--- config.mk ---
export PLATFORM = sky130hd
export DESIGN_NAME = nikhilum_divider
export DESIGN_NICKNAME = d
export VERILOG_FILES = /design/src/rtl/nikhilum_divider.sv
export SDC_FILE = /design/constraint.sdc
export NUM_CORES = 1
export LEC_CHECK = 0
export ABC_AREA = 1
export ABC_CLOCK_PERIOD_IN_PS = 4500
export BUFFER_PORTS_ARGS = -buffer_cell sky130_fd_sc_hd__buf_2
export CELL_PAD_IN_SITES_DETAIL_PLACEMENT = 1
export CELL_PAD_IN_SITES_GLOBAL_PLACEMENT = 1
export CORE_MARGIN = 8
export CORE_UTILIZATION = 35
export DETAILED_ROUTE_END_ITERATION = 16
export GPL_TIMING_DRIVEN = 0
export PLACE_DENSITY = 0.8
export SLEW_MARGIN = 20
export SYNTH_ARGS = -nofsm -noshare
export SYNTH_HDL_FRONTEND = slang
export SYNTH_SLANG_ARGS = --single-unit
export TNS_END_PERCENT = 100
--- constraint.sdc ---
create_clock -name clk -period 4.5 [get_ports clk]
set_input_delay 0.9 -clock clk [delete_from_list [all_inputs] [get_ports clk]]
set_output_delay 0.9 -clock clk [all_outputs]
set_load 0.01 [all_outputs]
--- src/rtl/nikhilum_divider.sv ---
`timescale 1ns/1ps
// nikhilum_divider: sequential unsigned restoring divider with valid/ready request and result channels.
// Optional macro NIKHILUM_DIV_FAST_ZERO_EN: a zero divisor bypasses the iterations and reaches DONE one cycle after accept.
//
// state | meaning
// IDLE  | waiting for a request, in_ready high
// CALC  | one quotient bit per cycle, dividend MSB first
// DONE  | result held, out_valid high until out_ready
module nikhilum_divider #(
  parameter int DIVIDEND_W = 8,
  parameter int DIVISOR_W  = 4
) (
  input  logic                  clk,
  input  logic                  rst,
  input  logic                  in_valid,
  output logic                  in_ready,
  input  logic [DIVIDEND_W-1:0] dividend,
  input  logic [DIVISOR_W-1:0]  divisor,
  output logic                  out_valid,
  input  logic                  out_ready,
  output logic [DIVIDEND_W-1:0] quotient,
  output logic [DIVISOR_W-1:0]  remainder,
  output logic                  div_zero
);

  localparam int TW    = DIVISOR_W + 2;
  localparam int CNT_W = $clog2(DIVIDEND_W + 1);
  localparam logic [CNT_W-1:0] CNT_LAST = CNT_W'(DIVIDEND_W - 1);

  typedef enum logic [1:0] {
    S_IDLE,
    S_CALC,
    S_DONE
  } state_t;

  state_t                r_state;
  logic [DIVIDEND_W-1:0] r_q;
  logic [DIVISOR_W-1:0]  r_d;
  logic [DIVISOR_W:0]    r_r;
  logic [CNT_W-1:0]      r_cnt;
  logic [DIVIDEND_W-1:0] r_quotient;
  logic [DIVISOR_W-1:0]  r_remainder;
  logic                  r_div_zero;

  logic [DIVISOR_W:0]    w_s;
  logic [TW-1:0]         w_neg_d;
  logic [TW-1:0]         w_t;
  logic                  w_qbit;
  logic [DIVISOR_W:0]    w_r_next;
  logic [DIVIDEND_W-1:0] w_q_next;
  logic                  w_accept;

  // Trial subtraction done as addition of the divisor's two's complement; a clear MSB means no borrow.
  assign w_s      = {r_r[DIVISOR_W-1:0], r_q[DIVIDEND_W-1]};
  assign w_neg_d  = ~{2'b00, r_d} + TW'(1);
  assign w_t      = {1'b0, w_s} + w_neg_d;
  assign w_qbit   = ~w_t[TW-1];
  assign w_r_next = w_qbit ? w_t[DIVISOR_W:0] : w_s;
  assign w_q_next = {r_q[DIVIDEND_W-2:0], w_qbit};

  assign w_accept  = in_valid && (r_state == S_IDLE);
  assign in_ready  = (r_state == S_IDLE);
  assign out_valid = (r_state == S_DONE);
  assign quotient  = r_quotient;
  assign remainder = r_remainder;
  assign div_zero  = r_div_zero;

  always_ff @(posedge clk) begin
    if (rst) begin
      r_state     <= S_IDLE;
      r_q         <= '0;
      r_d         <= '0;
      r_r         <= '0;
      r_cnt       <= '0;
      r_quotient  <= '0;
      r_remainder <= '0;
      r_div_zero  <= 1'b0;
    end else begin
      case (r_state)
        S_IDLE: begin
          if (w_accept) begin
            r_q     <= dividend;
            r_d     <= divisor;
            r_r     <= '0;
            r_cnt   <= '0;
            r_state <= S_CALC;
          end
        end
        S_CALC: begin
`ifdef NIKHILUM_DIV_FAST_ZERO_EN
          // Q still holds the untouched dividend here, so its low bits are the remainder.
          if (r_d == '0) begin
            r_quotient  <= '1;
            r_remainder <= r_q[DIVISOR_W-1:0];
            r_div_zero  <= 1'b1;
            r_state     <= S_DONE;
          end else begin
            r_q   <= w_q_next;
            r_r   <= w_r_next;
            r_cnt <= r_cnt + CNT_W'(1);
            if (r_cnt == CNT_LAST) begin
              r_quotient  <= w_q_next;
              r_remainder <= w_r_next[DIVISOR_W-1:0];
              r_div_zero  <= 1'b0;
              r_state     <= S_DONE;
            end
          end
`else
          r_q   <= w_q_next;
          r_r   <= w_r_next;
          r_cnt <= r_cnt + CNT_W'(1);
          if (r_cnt == CNT_LAST) begin
            r_quotient  <= w_q_next;
            r_remainder <= w_r_next[DIVISOR_W-1:0];
            r_div_zero  <= (r_d == '0);
            r_state     <= S_DONE;
          end
`endif
        end
        S_DONE: begin
          if (out_ready) begin
            r_state <= S_IDLE;
          end
        end
        default: r_state <= S_IDLE;
      endcase
    end
  end

endmodule

* Word level (Yosys, flattened, before mapping)
Cells that the tools add are included.
Cells by class: $add $sub $neg 3, equality and inequality tests 6, mux-type cells 11, bitwise logic cells 2, reductions and logical operators 8
Operators with widths (number):
- 4-bit one-hot mux with 2 select lines | 2
- 8-bit one-hot mux with 2 select lines | 1
- 4-bit 2-to-1 mux | 3
- 8-bit 2-to-1 mux | 1
- 5-bit by 6-bit adder with 6-bit output | 1
- 6-bit by 1-bit adder with 6-bit output, second input constant | 1
- 2-bit 2-to-1 mux | 3
- 4-bit NOT with 6-bit output | 1
- 2-bit one-hot mux with 3 select lines | 1
- 2-bit AND reduction | 3
- 4-bit by 1-bit adder with 4-bit output, second input constant | 1
- 4-bit by 3-bit == test with 1-bit output, second input constant | 1
- 4-bit logical NOT | 1
- 2-bit by 1-bit inequality test with 1-bit output, second input constant | 2
- 3-bit AND reduction | 1
- 2-bit by 1-bit == test with 1-bit output, second input constant | 1
- 2-bit == test, second input constant | 1
- 2-bit logical NOT | 1
- 2-bit inequality test, second input constant | 1
- 2-bit nonzero test | 1
- 1-bit logical AND | 1
- 1-bit NOT | 1
Storage, ports and cells: register bits 35, output and inout bits 15

* Longest topological paths before layout
Gate-level depths: netlist (run 1).
depth after elaboration 5, gate-level depth with buffers 12

* Least setup slack after synthesis (run 1)
No wires, ideal clock.
path kind input port to flip-flop, start point in in_valid, end point reg r_cnt[0], arrival 1476 ps, setup slack 2895 ps, cell stages on the path 6, cell sequence inv_1 > nor2_2 > nor2_4 > buf_4 > a21oi_1 > nor2_1
Between the ends: longest elaborated chain between the ends 3
Ends and longest elaborated chain:
- start: declaration | RTL line 15 | input logic in_valid,
- 1-bit logical AND | RTL line 61 | assign w_accept = in_valid && (r_state == S_IDLE);
- 2-bit by 1-bit inequality test with 1-bit output (no line)
- 2-bit AND reduction (no line)
- end signal: assignment | RTL line 111 | r_cnt <= r_cnt + CNT_W'(1);
- end: declaration | RTL line 40 | logic [CNT_W-1:0] r_cnt;
No other way between the ends. A chain may end at the register's enable or synchronous reset.

* Final worst setup path (run 1)
start point reg r_state[1], end point out in_ready
Between the ends: longest elaborated chain between the ends 1
Ends and longest elaborated chain:
- start: declaration | RTL line 36 | state_t r_state;
- start signal: assignment | RTL line 70 | r_state <= S_IDLE;
- start signal: assignment | RTL line 86 | r_state <= S_CALC;
- start signal: assignment | RTL line 116 | r_state <= S_DONE;
- 2-bit logical NOT | RTL line 62 | assign in_ready = (r_state == S_IDLE);
- end: declaration | RTL line 16 | output logic in_ready,
No other way between the ends.

==> results of run 1 <==
[synth_stat cells]
master | instances | area [µm²]
nand4_1 | 1 | 6.26
o21ai_0 | 8 | 40.0
nor2_2 | 2 | 12.5
ha_1 | 5 | 62.6
nor2_4 | 2 | 22.5
inv_1 | 25 | 93.8
a21oi_2 | 3 | 26.3
nand3_2 | 1 | 10.0
dfxtp_1 | 35 | 701
inv_6 | 1 | 8.76
nand2_1 | 41 | 154
xor2_1 | 1 | 8.76
nand3_1 | 7 | 35.0
a31oi_1 | 1 | 6.26
buf_4 | 2 | 15.0
inv_2 | 2 | 7.51
clkbuf_1 | 1 | 3.75
clkinv_2 | 1 | 5.00
o21ai_1 | 11 | 55.1
buf_1 | 2 | 7.51
nor2_1 | 25 | 93.8
o21ai_2 | 6 | 52.6
buf_12 | 2 | 40.0
a211oi_2 | 6 | 75.1
nand3b_1 | 1 | 7.51
buf_6 | 2 | 22.5
a21oi_1 | 21 | 105
fa_1 | 1 | 20.0
nand2_2 | 1 | 6.26
[cell families after synthesis]
family                     Yosys count  synth area share, %
and+or+nand+nor                     81                 20.4
DFF                                 35                 41.1
buffers and inverters               38                 12.0
AOI/OAI and AO/OA                   56                 21.1
xor gates and xnor gates             1                0.514
adders and majority gates            6                 4.85
[how the worst min path moves through the flow]
stage / startpoint / endpoint / cells past startpoint
2_1_floorplan: r_r[3] / r_r[3] / 2
3_3_place_gp: r_r[3] / r_r[3] / 2
3_5_place_dp: r_r[3] / r_r[3] / 2
4_1_cts: r_r[3] / r_r[3] / 2
5_1_grt: r_r[3] / r_r[3] / 2
6_report: r_r[3] / r_r[3] / 2
[worst max-delay path, delay by kind of cell, from the launching register on]
| family | cells | cell delay (ps) |
|---|---|---|
| flip-flops | 1 | 380 |
| buffers and inverters | 3 | 240 |
| AND/OR/NAND/NOR | 1 | 100 |
[layer usage]
layer / routed length (µm) / up-vias / global-route usage (%)
li1: - / 776 / -
met1: 2020 / 711 / 14.8
met2: 2100 / 34 / 22.4
met3: 257 / 11 / 4.68
met4: 157 / 0 / 6.37
met5: 0 / - / 0
[state kept, by name (all words and copies together), names as in the netlist]
name       cells
div_zero       1
r_r            4
r_cnt          4
r_state        2
remainder      4
r_q            8
r_d            4
quotient       8
[cell type report]
| class | count | area [µm²] | area share (%) |
|---|---|---|---|
| Buffer | 9 | 88.8 | 4.32 |
| Inverter | 29 | 115 | 5.60 |
| Clock inverter | 2 | 35.0 | 1.70 |
| Sequential cell | 35 | 701 | 34.1 |
| Timing Repair Buffer | 30 | 150 | 7.30 |
| Clock buffer | 6 | 82.6 | 4.02 |
| Tap cell | 67 | 83.8 | 4.08 |
| Multi-Input combinational cell | 144 | 800 | 38.9 |
[power groups by stage]
stage | Clock, mW | Combinational (mW) | Sequential, mW
floorplan | 0 | 0.107 | 0.338
global placement | 0 | 0.140 | 0.340
detailed placement | 0 | 0.143 | 0.341
CTS | 0.303 | 0.145 | 0.334
global route | 0.318 | 0.162 | 0.335
finish | 0.300 | 0.144 | 0.333
[stage by stage]
stage	area [µm²]	setup slack, ps	power [mW]	utilization, %	hold WS [ps]
after floorplan	1700	2890	0.445	-	444
after detailed placement	1940	2490	0.484	41.0	458
after global placement	1940	2530	0.480	41.0	457
after CTS	2060	2570	0.781	43.5	469
final	2060	2580	0.777	43.5	467
after global routing	2060	2510	0.815	43.5	490
==> reports/metrics.yaml, run 1 <==
layout:
  layout_commonest_cell: "nand2_1"
  drive_gt1_share_pct: 27.1
  diodes: 0
  fillers: 587
  syn2layout_area_growth_pct: 20.6
  layout_common_cells: "41 x nand2_1, 35 x dfxtp_1, 30 x buf_2"
  fin_nets: 276
  final_cells: 322
worst_setup_path:
  crit_fanout: 2
  required_ps: 3600
  arrival_ps: 1020
  worstSetupStartpointType: "flip-flop"
  crit-reg2reg-launch: "r_d[1]"
  path_cells: "inv_1, nand2_1, inv_1, buf_2"
  startpoint: "r_state[1]"
  reg2reg_to: "remainder[2]"
  r2r_cells: 10
  crit_slowest_cell: "dfxtp_1"
  setup.worst_path.end_class: "output pin"
  cpPeakStageDelay_ps: 380
  rrSetupSlack_ps: 2840
  cpMostUsedCell: "inv_1"
  crit_type: "flip-flop to output pin"
  crit_end: "in_ready"
sta:
  max_freq_mhz: 521
  finalMaxSlewViolations: 0
  tightest_slew_ps: 652
  fin_crit_ps: 1920
  setup_viol: 0
  finClkSkew_ps: 6.77
  max_slew_margin_pct: 56.6
  timing.final.crit_share_pct: 42.7
  rsz0062_at_grt: "no"
  hold_viol_final: 0
  tns_ps: 0
floorplan:
  rows: 25
  die_area_um2: 7360
  die_y_um: 85.8
  start_util_pct: 36.1
  coreArea_um2: 4720
  die_x_um: 85.8
  io_pins: 31
pwr:
  ir_drop_uv: 108
  seqPwrFrac_pct: 42.9
  power_density_nw_per_um2: 378
  switchingPower_mw: 0.221
  cellLeakagePower_nw: 0.935
  clkPwrFrac_pct: 38.6
  p_sw_share_pct: 28.5
  power_frac_comb_pct: 18.5
  intPower_mw: 0.556
clock_network:
  cts_root_buf: "clkbuf_8"
  cts-buffers-inserted: 5
  cts_tree: "done"
  clk_pin_slew_ps: 70
  clockBufferDepth: 2
  postCtsHoldBufs: 0
  cts_resized: 0
  post_cts_buffers: 0
  cts_max_level: 2
  clk_latency_ps: 300
  clock-sinks: 35
place:
  routabilityCongestion: 0.781
  io_buffers: 30
  dp_cells: 314
  hpwlAfterDp_mm: 3.34
global_route:
  grt_antenna_before_repair: 0
  grt_pass1_wl_mm: 7.69
  grt_max_degree: 12
  grt_overflow: 0
  first_global_vias: 1640
  track_usage_pct: 13.4
synth:
  synth_nets: 239
  synthCells: 217
  ys_types: 29
  seq_area_frac_synth_pct: 41.1
  synth_seq_cells: 35
  ys_warn_count: 0
  synthesis.area_um2: 1700
  postSynthAreaPerCell_um2: 7.85
outcome:
  outcome: "finished, final reports clean"
detailed_routing:
  ant_nets: 0
  via_per_inst: 4.76
  drt_iter0_drc: 62
  drt_pass1_iterations: 4
  via_count: 1532
  wl_per_cell_um: 14.1
  drc: 0
  wl_mm: 4.53
hold_path:
  hp-class: "flip-flop to flip-flop"
flow_run:
  maxCapViolations: 0
Power figures use the tool's default switching activity.
==> inputs of run 2 (changes only) <==
Settings changed: ABC_CLOCK_PERIOD_IN_PS 4500 to 1700, PLACE_DENSITY 0.8 to 0.83.
Clock period 4.5 ns to 1.7 ns, I/O delays scaled along.
==> reports/metrics.yaml, run 2 (same netlist as run 1, synthesis figures left out) <==
clock_network:
  cts-buffers-inserted: 5
  clk_latency_ps: 290
  clk_pin_slew_ps: 70
  cts_tree: "done"
  clock-sinks: 35
  cts_max_level: 2
  postCtsHoldBufs: 0
  clockBufferDepth: 2
  cts_root_buf: "clkbuf_8"
global_route:
  grt_antenna_before_repair: 0
  grt_max_degree: 13
  track_usage_pct: 13.5
  grt_pass1_wl_mm: 7.78
  first_global_vias: 1648
  grt_overflow: 0
layout:
  layout_commonest_cell: "nand2_1"
  final_cells: 322
  fin_util_pct: 43.9
  diodes: 0
  drive_gt1_share_pct: 29.4
  fillers: 608
  fin_nets: 276
  syn2layout_area_growth_pct: 21.7
  fin_area_um2: 2070
  layout_common_cells: "40 x nand2_1, 34 x dfxtp_1, 30 x buf_2"
pwr:
  cellLeakagePower_nw: 0.932
  ir_drop_uv: 343
  power_density_nw_per_um2: 992
detailed_routing:
  ant_nets: 0
  wl_mm: 4.57
  wl_per_cell_um: 14.2
  via_count: 1536
  drt_iter0_drc: 58
  via_per_inst: 4.77
  drc: 0
  drt_pass1_iterations: 4
place:
  dpl_cell_area_um2: 1940
  io_buffers: 30
  routabilityCongestion: 0.813
  dp_cells: 314
  hpwlAfterDp_mm: 3.37
worst_setup_path:
  reg2reg_to: "r_r[1]"
  rrSetupSlack_ps: 140
  crit_slowest_cell: "fa_2"
  r2r_cells: 8
  required_ps: 1920
  arrival_ps: 1770
  worstSetupStartpointType: "flip-flop"
  path_cells: "inv_2, ha_2, inv_2, fa_2, inv_1, nand2_1, nand3_1, a21oi_1"
  crit_fanout: 3
  cpPeakStageDelay_ps: 520
  worst-path-stages: 8
  crit_end: "r_r[1]"
  crit_type: "flip-flop to flip-flop"
  critPathTopFamily: "adder cells"
  cpMostUsedCell: "inv_2"
  crit-reg2reg-launch: "r_q[7]"
  crit_buf_inv: 3
  setup.worst_path.end_class: "flip-flop"
  startpoint: "r_q[7]"
sta:
  max_freq_mhz: 641
  hold_slack_ps: 294
  max_slew_margin_pct: 55.8
  timing.final.crit_share_pct: 91.7
  finClkSkew_ps: 11.5
  finalMaxSlewViolations: 0
  fin_crit_ps: 1560
  hold_viol_final: 0
  tns_ps: 0
  setup_viol: 0
  rsz0062_at_grt: "no"
  tightest_slew_ps: 662
floorplan:
  rows: 25
  coreArea_um2: 4720
  start_util_pct: 36.1
  io_pins: 31
  die_area_um2: 7360
  die_x_um: 85.8
  die_y_um: 85.8
hold_path:
  hp-class: "input pin to flip-flop"
flow_run:
  maxCapViolations: 0
outcome:
  outcome: "finished, final reports clean"
-- run 2: worst reg2reg max path: cells and delay by family (launching register included) --
| family | cells | cell delay (ps) |
|---|---|---|
| AOI/OAI and AO/OA | 1 | 160 |
| buffers and inverters | 3 | 150 |
| adders and majority gates | 2 | 700 |
| DFF | 1 | 310 |
| and+or+nand+nor | 2 | 170 |
-- run 2: routing by layer --
layer	global-route usage, %	wire length (µm)	up-vias
li1	-	-	769
met1	14.8	1930	726
met2	23.8	2300	34
met3	4.58	291	7
met4	4.62	53	0
met5	0	0	-
-- run 2: worst min-delay path by stage --
stage,startpoint,depth (start not counted),slack [ps],end
2_1_floorplan,r_r[3],2,440,r_r[3]
3_3_place_gp,r_r[3],2,460,r_r[3]
3_5_place_dp,r_r[3],2,470,r_r[3]
4_1_cts,out_ready,4,290,r_state[1]
5_1_grt,divisor[0],3,290,r_d[0]
6_report,divisor[0],3,290,r_d[0]
-- run 2: area by class of cell --
class / count / area [µm²] / area share [%]
Clock inverter: 3 / 43.8 / 2.11
Timing Repair Buffer: 30 / 150 / 7.24
Clock buffer: 5 / 68.8 / 3.32
Buffer: 9 / 88.8 / 4.28
Tap cell: 67 / 83.8 / 4.04
Multi-Input combinational cell: 144 / 822 / 39.6
Sequential cell: 35 / 702 / 33.8
Inverter: 29 / 115 / 5.55
-- run 2: where the power goes --
| group | leakage, nW | switching [mW] | internal [mW] |
|---|---|---|---|
| Sequential | 0.286 | 0.0237 | 0.861 |
| Combinational | 0.588 | 0.266 | 0.146 |
| Clock | 0.0581 | 0.324 | 0.437 |
-- run 2: stage by stage --
| step | power (mW) | worst slack (ps) |
|---|---|---|
| 2_1_floorplan | 1.18 | 262 |
| 3_3_place_gp | 1.27 | 154 |
| 3_5_place_dp | 1.29 | 54.4 |
| 4_1_cts | 2.05 | 18.6 |
| 5_1_grt | 2.17 | 35.8 |
| 6_report | 2.06 | 141 |
-- run 2: what timing repair did --
action | in CTS | in global routing
buffers inserted | 0 | 0
resized for setup | 0 | 8
endpoints found under the setup margin | 0 | 6
==> inputs of run 3 (changes only) <==
Settings changed: ABC_AREA 1 to not set, PLACE_DENSITY 0.83 to 0.82, REMOVE_ABC_BUFFERS set to 1.
==> reports/metrics.yaml, run 3 <==
layout:
  fillers: 549
  syn2layout_area_growth_pct: 28.8
  diodes: 0
  fin_area_um2: 2160
  seq_area_um2: 711
  drive_gt1_share_pct: 32.9
  fin_nets: 252
  layout_commonest_cell: "nand2_1"
  multiInputGateArea_um2: 1010
  layout_common_cells: "42 x nand2_1, 30 x buf_2, 29 x dfxtp_1"
detailed_routing:
  wl_mm: 4.62
  drt_iter0_drc: 77
  drt_pass1_iterations: 4
  ant_nets: 0
  via_per_inst: 5.32
  drc: 0
  via_count: 1517
  wl_per_cell_um: 16.2
sta:
  finClkSkew_ps: 10.9
  layout_setup_ws_ps: 20.0
  max_freq_mhz: 595
  tns_ps: 0
  rsz0062_at_grt: "yes"
  finalMaxSlewViolations: 0
  tightest_slew_ps: 760
  setup_viol: 0
  timing.final.crit_share_pct: 98.8
  fin_crit_ps: 1680
  hold_viol_final: 0
  max_slew_margin_pct: 49.3
synth:
  synth_edf_count: 0
  yosysMostFrequentCell: "nand2_1"
  synth_seq_cells: 35
  synth_area_leaders: "dfxtp_1 42%, nand2_1 9.4%, a21oi_1 5.1%"
  ys_warn_count: 0
  synthesis.area_um2: 1680
  synth_async_sr_flop_share_pct: 0
  postSynthAreaPerCell_um2: 8.42
  ys_types: 48
  synthFlopType: "dfxtp_1"
  synth_top_area_share_pct: 41.8
  synthCells: 199
  synth_common_cells: "42 x nand2_1, 35 x dfxtp_1, 22 x nor2_1, 17 x a21oi_1, 7 x a311oi_1"
  seq_area_frac_synth_pct: 41.8
  yosys.area.top_type: "dfxtp_1"
global_route:
  track_usage_pct: 12.9
  first_global_vias: 1571
  grt_antenna_before_repair: 0
  grt_pass1_wl_mm: 7.45
  grt_max_degree: 40
  grt_overflow: 0
worst_setup_path:
  required_ps: 1900
  crit_slowest_cell: "or3_1"
  setup.worst_path.end_class: "flip-flop"
  cpPeakStageDelay_ps: 380
  worstSetupStartpointType: "flip-flop"
  crit_fanout: 8
  arrival_ps: 1880
  crit_buf_inv: 0
  path_cells: "ha_4, o21a_1, a21boi_4, or3_1, a32o_1"
  critPathTopFamily: "compound AO/OA/AOI/OAI gates"
  crit_type: "flip-flop to flip-flop"
place:
  place_ws_ps: -98.1
  routabilityCongestion: 0.780
  io_buffers: 30
  dpl_cell_area_um2: 1820
  hpwlAfterDp_mm: 2.94
floorplan:
  die_y_um: 85.2
  start_util_pct: 35.9
  rows: 25
  coreArea_um2: 4660
  die_area_um2: 7260
  die_x_um: 85.2
  io_pins: 31
outcome:
  outcome: "finished, final reports clean"
clock_network:
  clockBufferDepth: 2
  clock-sinks: 35
  cts_max_level: 2
  clk_latency_ps: 300
  postCtsHoldBufs: 0
  cts_root_buf: "clkbuf_8"
  cts_tree: "done"
  cts-buffers-inserted: 5
  clk_pin_slew_ps: 80
hold_path:
  hp-class: "input pin to flip-flop"
pwr:
  power_density_nw_per_um2: 1030
  finalPower_mw: 2.23
  cellLeakagePower_nw: 0.853
  ir_drop_uv: 527
flow_run:
  maxCapViolations: 0
[run 3: changes by cell type after synthesis, moves of 4 or more]
cell / before / now
inv_1: 25 / 6
a211oi_2: 6 / 1
o21ai_1: 11 / 0
a311oi_1: 0 / 7
buf_2: 0 / 4
o21ai_2: 6 / 0
a21oi_1: 21 / 17
[run 3: repair_timing]
| item | in CTS | in global routing |
|---|---|---|
| gates cloned | 0 | 0 |
| buffers inserted | 0 | 6 |
| resized for setup | 8 | 24 |
| pin swaps | 1 | 5 |
| endpoints found under the setup margin | 4 | 10 |
[run 3: logic make-up (layout without fill, tap and decap cells)]
logic type / Yosys count / in the layout / share of synthesized area [%]
AND/OR/NAND/NOR: 89 / 89 / 24.6
flip-flops: 35 / 35 / 41.8
adder cells (fa/ha/maj): 6 / 6 / 4.93
buffers and inverters: 18 / 50 / 5.45
AO/OA/AOI/OAI: 48 / 48 / 21.3
XOR/XNOR: 1 / 1 / 0.523
multiplexers: 2 / 2 / 1.34
[run 3: through the flow]
step	hold WS, ps	std cells	util [%]
3_5_place_dp	443	271	39.1
3_3_place_gp	441	271	39.1
5_1_grt	273	285	46.3
4_1_cts	268	279	42.8
6_report	270	285	46.3
2_1_floorplan	405	187	-
[run 3: layer usage]
metal / wire length, µm / GRT usage [%] / up-vias
li1: - / - / 753
met1: 2030 / 14.4 / 730
met2: 2300 / 21.4 / 25
met3: 175 / 3.96 / 9
met4: 119 / 6.47 / 0
met5: 0 / 0 / -
[run 3: final cells by class]
cell class	instances	share of cell area [%]
Clock buffer	5	3.19
Clock inverter	3	3.13
Inverter	6	1.16
Multi-Input combinational cell	146	46.8
Sequential cell	35	32.9
Tap cell	54	3.13
Timing Repair Buffer	36	9.63
[run 3: path summary, 6_finish.rpt]
kind	startpoint	end	slack (ps)	cells after the start
setup / recovery	r_r[1]	r_r[2]	20	5
hold / removal	divisor[0]	r_d[0]	270	3
setup reg to reg	r_r[1]	r_r[2]	20	5
hold reg to reg	quotient[3]	quotient[3]	450	2
[run 3: worst min-delay path: cells and delay by family]
family	cells	cell delay [ps]
AND/OR/NAND/NOR	1	50
buffers and inverters	1	90
AO/OA/AOI/OAI	1	50
[run 3: power breakdown]
group	internal, mW	total [mW]	switching [mW]	leakage (nW)
logic	0.181	0.411	0.231	0.500
clock network	0.585	0.923	0.337	0.0644
registers	0.857	0.897	0.0397	0.288
